===== config.mk =====
export PLATFORM = sky130hd
export DESIGN_NAME = debug_uart_tx_flat
export DESIGN_NICKNAME = d
export VERILOG_FILES = /design/src/rtl/debug_uart_tx_if.sv /design/src/rtl/debug_uart_tx.sv /design/src/flat_wrapper.sv
export SDC_FILE = /design/constraint.sdc
export NUM_CORES = 1
export LEC_CHECK = 0
export CORE_ASPECT_RATIO = 1.4
export CORE_MARGIN = 1
export CORE_UTILIZATION = 40
export CTS_CLUSTER_DIAMETER = 40
export DETAILED_ROUTE_END_ITERATION = 7
export GPL_TIMING_DRIVEN = 0
export PLACE_DENSITY_LB_ADDON = 0.05
export SYNTH_ARGS = -nofsm -noshare
export SYNTH_HDL_FRONTEND = slang
export SYNTH_SLANG_ARGS = --single-unit
export TNS_END_PERCENT = 20

===== constraint.sdc =====
create_clock -name clk -period 5.9 [get_ports clk]
set_clock_uncertainty 0.05 [all_clocks]
set_input_delay 1.18 -clock clk [delete_from_list [all_inputs] [get_ports clk]]
set_output_delay 1.18 -clock clk [all_outputs]
set_load 0.02 [all_outputs]

===== src/rtl/debug_uart_tx_if.sv =====
// Character strobe channel between the AXI write-detector debugger and the UART sink.
// master drives sig/ascii; slave returns busy (back-pressure) and sticky overflow.
interface debug_uart_tx_if;
  logic       sig;
  logic [7:0] ascii;
  logic       busy;
  logic       overflow;

  modport master (output sig, output ascii, input busy, input overflow);
  modport slave  (input sig, input ascii, output busy, output overflow);
endinterface


===== src/rtl/debug_uart_tx.sv =====
// Buffers debug characters in a FIFO and shifts them out as 8N1 UART frames; tx falls one cycle after the push,
// busy = FIFO full, strobes while full are dropped (sticky overflow). DEBUG_UART_CRLF_EN expands LF into CR+LF.
module debug_uart_tx #(
  parameter int CLK_DIV    = 434,
  parameter int FIFO_DEPTH = 16
) (
  input  logic                 clk,
  input  logic                 res_n,
  debug_uart_tx_if.slave       dbg,
  output logic                 tx,
  output logic                 tx_active
);

  localparam int PW = $clog2(FIFO_DEPTH);
  localparam int CW = PW + 1;
  localparam int TW = $clog2(CLK_DIV);
  localparam logic [CW-1:0] DEPTH_C  = CW'(FIFO_DEPTH);
  localparam logic [TW-1:0] DIV_M1_C = TW'(CLK_DIV - 1);

  typedef enum logic [1:0] {IDLE, START, DATA, STOP} state_e;

  state_e          state_q, state_d;
  logic [TW-1:0]   timer_q, timer_d;
  logic [2:0]      idx_q, idx_d;
  logic [7:0]      shift_q, shift_d;
  logic [CW-1:0]   count_q, count_d;
  logic [PW-1:0]   rd_ptr_q, rd_ptr_d;
  logic [PW-1:0]   wr_ptr_q, wr_ptr_d;
  logic            ovf_q, ovf_d;
  logic [7:0]      mem_q [FIFO_DEPTH];
  logic [7:0]      mem_d [FIFO_DEPTH];
  logic [7:0]      head;
  logic            push;
  logic            pop;
`ifdef DEBUG_UART_CRLF_EN
  logic            pend_q, pend_d;
`endif

  always_comb begin
    state_d  = state_q;
    timer_d  = timer_q;
    idx_d    = idx_q;
    shift_d  = shift_q;
    pop      = 1'b0;
    head     = mem_q[rd_ptr_q];
`ifdef DEBUG_UART_CRLF_EN
    pend_d   = pend_q;
`endif
    // Push decision uses the registered count only, so a pop in the same cycle never frees a slot early.
    push     = dbg.sig && (count_q < DEPTH_C);

    case (state_q)
      IDLE: begin
        if (count_q != '0) begin
          pop     = 1'b1;
          state_d = START;
          timer_d = DIV_M1_C;
        end
      end
      START: begin
        if (timer_q == '0) begin
          state_d = DATA;
          idx_d   = 3'd0;
          timer_d = DIV_M1_C;
        end else begin
          timer_d = timer_q - 1'b1;
        end
      end
      DATA: begin
        if (timer_q == '0) begin
          timer_d = DIV_M1_C;
          if (idx_q == 3'd7) state_d = STOP;
          else               idx_d   = idx_q + 3'd1;
        end else begin
          timer_d = timer_q - 1'b1;
        end
      end
      default: begin
        if (timer_q == '0) begin
`ifdef DEBUG_UART_CRLF_EN
          if (pend_q) begin
            shift_d = 8'h0A;
            pend_d  = 1'b0;
            state_d = START;
            timer_d = DIV_M1_C;
          end else
`endif
          if (count_q != '0) begin
            pop     = 1'b1;
            state_d = START;
            timer_d = DIV_M1_C;
          end else begin
            state_d = IDLE;
          end
        end else begin
          timer_d = timer_q - 1'b1;
        end
      end
    endcase

    if (pop) begin
`ifdef DEBUG_UART_CRLF_EN
      // LF goes out as CR first; the LF itself is replayed from the pending flag, not the FIFO.
      shift_d = (head == 8'h0A) ? 8'h0D : head;
      pend_d  = (head == 8'h0A);
`else
      shift_d = head;
`endif
    end

    count_d = count_q;
    case ({push, pop})
      2'b10:   count_d = count_q + 1'b1;
      2'b01:   count_d = count_q - 1'b1;
      default: count_d = count_q;
    endcase
    wr_ptr_d = wr_ptr_q + PW'(push);
    rd_ptr_d = rd_ptr_q + PW'(pop);
    ovf_d    = ovf_q | (dbg.sig & ~push);

    mem_d = mem_q;
    if (push) mem_d[wr_ptr_q] = dbg.ascii;
  end

  always_ff @(posedge clk) begin
    if (!res_n) begin
      state_q  <= IDLE;
      timer_q  <= '0;
      idx_q    <= '0;
      shift_q  <= '0;
      count_q  <= '0;
      rd_ptr_q <= '0;
      wr_ptr_q <= '0;
      ovf_q    <= 1'b0;
`ifdef DEBUG_UART_CRLF_EN
      pend_q   <= 1'b0;
`endif
    end else begin
      state_q  <= state_d;
      timer_q  <= timer_d;
      idx_q    <= idx_d;
      shift_q  <= shift_d;
      count_q  <= count_d;
      rd_ptr_q <= rd_ptr_d;
      wr_ptr_q <= wr_ptr_d;
      ovf_q    <= ovf_d;
`ifdef DEBUG_UART_CRLF_EN
      pend_q   <= pend_d;
`endif
    end
  end

  // Storage needs no reset: pointers and count define which entries are live.
  always_ff @(posedge clk) begin
    mem_q <= mem_d;
  end

  always_comb begin
    case (state_q)
      START:   tx = 1'b0;
      DATA:    tx = shift_q[idx_q];
      default: tx = 1'b1;
    endcase
    tx_active    = (state_q != IDLE);
    dbg.busy     = (count_q == DEPTH_C);
    dbg.overflow = ovf_q;
  end

endmodule


===== src/flat_wrapper.sv =====
// flat-port wrapper written by rule: the top's interface ports become plain ports
module debug_uart_tx_flat 
#(
  parameter int CLK_DIV    = 434,
  parameter int FIFO_DEPTH = 16
)
  (clk, res_n, tx, tx_active, dbg_sig, dbg_ascii, dbg_busy, dbg_overflow);
  debug_uart_tx_if dbg_i ();
  input  logic clk;
  input  logic res_n;
  output logic tx;
  output logic tx_active;
  input wire logic [$bits(dbg_i.sig)-1:0] dbg_sig;
  input wire logic [$bits(dbg_i.ascii)-1:0] dbg_ascii;
  output wire logic [$bits(dbg_i.busy)-1:0] dbg_busy;
  output wire logic [$bits(dbg_i.overflow)-1:0] dbg_overflow;
  assign dbg_i.sig = dbg_sig;
  assign dbg_i.ascii = dbg_ascii;
  assign dbg_busy = dbg_i.busy;
  assign dbg_overflow = dbg_i.overflow;
  debug_uart_tx #(.CLK_DIV(CLK_DIV), .FIFO_DEPTH(FIFO_DEPTH)) u_core (.clk(clk), .res_n(res_n), .dbg(dbg_i), .tx(tx), .tx_active(tx_active));
endmodule

==> metrics.cfg <==
[run_status]
status=finished clean

[clocking]
numCtsBuffers=17
cts_root_buf=clkbuf_16
cts_buffer_depth=2
cts-htree-levels=4
post_cts_resized=0
path_clk_slew_ns=0.07
post_cts_buffers=0
insertion_delay_ns=0.43
cts_tree=yes
cts.sink_count=164
ctsHoldBuffers=0

[drt]
dr.pass1.iters=4
vias=3815
highest_layer=met4
routed_via_density=5.513
routedWlPerCell_um=21.46
route.detailed.drc=0
wl_met3_um=480
ant_nets=0
drt-total-wl_um=14850
wl_met2_um=8342
first_iter_violations=166
wl_met1_um=5810

[synthesis]
synthTopCellsByArea=edfxtp_1 (56%), mux4_2 (11%), dfxtp_1 (10%)
synth_area_um2=6867
synth_fp_nets=470
ys_seq_area_share_pct=66.47
ys_ff_latch=164
synth.avg_cell_area_um2=15.50
yosysMostFrequentCell=edfxtp_1
synth_cells=443
synthFlopType=edfxtp_1
yosys_warnings=0
synth_top_cell_area_share_pct=55.98
synth_cell_types=49
synth-edff-count=128
synth_common_cells=edfxtp_1 (128), dfxtp_1 (36), mux4_2 (34)
netlist.top_cell.by_area=edfxtp_1
ys_async_sr_fraction_pct=0

[floorplanning]
die-area_um2=17700
io_pins=15
fp-row-count=56
start_util_pct=41.00
coreArea_um2=16750
die_h_um=157.0
die_w_um=112.7

[timing]
final.min_clock_period_ns=3.567
timing.fmax_ghz=0.2803
slew_headroom_pct=16.14
finalSetupViolations=0
slew_violations=0
fin_tns_setup_ns=0
rsz0062_at_grt=no
whs_ns=0.4327
finalCritPeriodShare_pct=60.46
worstMarginPinSlew_ns=1.248
hold_viol=0

[final_layout]
area_growth_pct=15.54
n_fill_cell=1471
fin_area_um2=7934
diodes=0
drive_above_1_share_pct=16.77
final_net_count=503

[setup_path]
path_class=flip-flop to flip-flop
arrival_ns=3.87
worstPathMaxFanout=7
r2r_start=u_core.timer_q[0]
r2r_slack_ns=2.33
cp-startpoint=u_core.timer_q[0]
r2r_end=u_core.count_q[4]
endpoint_kind=flip-flop
r2r_cells=14
cp-start-kind=flip-flop
cp.required_ns=6.20
crit_end=u_core.count_q[4]

[power]
seq_power_share_pct=37.2
combPwrFrac_pct=30.3
power_density_nw_per_um2=480.2
p_int_w=0.002616
leakage_nw=2.685
p_total_w=0.003810
vdd_drop_max_mv=0.2506
pwr-share-clk_pct=32.6
power_switching_share_pct=31.35
p_switching_w=0.001195

[global_routing]
grt_pass1_wl_um=22900
grt_use_total_pct=18.32
grt_remaining_overflow=0
grt_max_degree=17
antenna_found_initial=0
grt_pass1_vias=3905

[place]
port_buffers=13
gp_congestion=0.8021
place_area_um2=7251
post-dp-hpwl_um=10100

[min_path]
min_path_type=flip-flop to flip-flop

[job]
max_cap_violations=0

## cells in the final DEF, fill, tap and decap left out, drive strengths merged, types with 13 or more instances in the layout
cell | netlist | layout
nand3 | 13 | 13
clkdlybuf4s50 | 0 | 13
clkbuf | 14 | 32
ha | 16 | 16
and2 | 13 | 13
nor2 | 28 | 28
nand2 | 25 | 25
a22oi | 17 | 17
mux4 | 34 | 34
dfxtp | 36 | 36
inv | 7 | 14
edfxtp | 128 | 128
o21ai | 13 | 13
## worst min-delay path by stage
stage	endpoint	startpoint	cells after the start	slack, ns
after floorplan	u_core.shift_q[6]	u_core.shift_q[6]	1	0.39
after global placement	u_core.shift_q[5]	u_core.shift_q[5]	1	0.41
after detailed placement	u_core.shift_q[0]	u_core.shift_q[0]	1	0.42
after CTS	u_core.shift_q[0]	u_core.shift_q[0]	1	0.43
after global routing	u_core.shift_q[0]	u_core.shift_q[0]	1	0.46
final	u_core.shift_q[0]	u_core.shift_q[0]	1	0.43
## metal layers
| layer | vias to the layer above | track usage, % |
|---|---|---|
| met5 | - | 0 |
| li1 | 1791 | - |
| met4 | 0 | 6.667 |
| met1 | 1943 | 19.89 |
| met2 | 68 | 35.36 |
| met3 | 13 | 3.157 |
## sequential cells by signal (all words and copies together), names as in the netlist, 2 cells and up
register,flops
u_core.count_q,5
u_core.idx_q,3
u_core.mem_q,128
u_core.rd_ptr_q,4
u_core.shift_q,8
u_core.state_q,2
u_core.timer_q,9
u_core.wr_ptr_q,4
## cells by family (layout without fill, tap and decap cells)
| logic type | Yosys count | count (layout) | synth area share, % |
|---|---|---|---|
| adder cells (fa/ha/maj) | 16 | 16 | 2.915 |
| multiplexers | 38 | 38 | 11.73 |
| XOR/XNOR | 11 | 11 | 1.403 |
| AO/OA/AOI/OAI | 68 | 68 | 6.997 |
| buffers and inverters | 31 | 77 | 1.822 |
| AND/OR/NAND/NOR | 115 | 115 | 8.655 |
| flip-flops | 164 | 164 | 66.47 |
## layout make-up
class                      count  area [µm²]  area share [%]
sequential                   164        4564           57.53
multi-input combinational    248        2187           27.57
clock buffer                  17       425.4           5.362
tap                          203       254.0           3.201
clock inverter                15       240.2           3.028
timing repair buffer          14       137.6           1.735
buffer                        24       98.84           1.246
inverter                       7       26.28          0.3312
## power by group through the flow
stage	clock network (W)	registers, W	logic [W]
2_1_floorplan	0	0.00142	0.000869
3_3_place_gp	0	0.00144	0.00116
3_5_place_dp	0	0.00144	0.00117
4_1_cts	0.00126	0.00142	0.00118
5_1_grt	0.00131	0.00143	0.00129
6_report	0.00124	0.00142	0.00115
## critical path, cell delays in order, from the launching register on
cell and delay [ns]:
dfxtp_1 0.35, inv_1 0.14, ha_1 0.21, nor4b_1 0.41, a31oi_1 0.17, nor2_1 0.37
ha_1 0.26, clkbuf_1 0.29, xor2_1 0.12, ha_1 0.23, o21a_1 0.17, o21ai_0 0.14
nand2b_1 0.07, a211oi_1 0.29, mux2i_1 0.21
## metrics by stage
stage,utilization [%],cells,setup slack [ns]
2_1_floorplan,-,443,2.917
3_3_place_gp,43.30,659,2.049
3_5_place_dp,43.30,659,2.061
4_1_cts,47.27,691,2.244
5_1_grt,47.38,692,1.944
6_report,47.38,692,2.333
No activity file was read; power rests on OpenSTA's default activity.
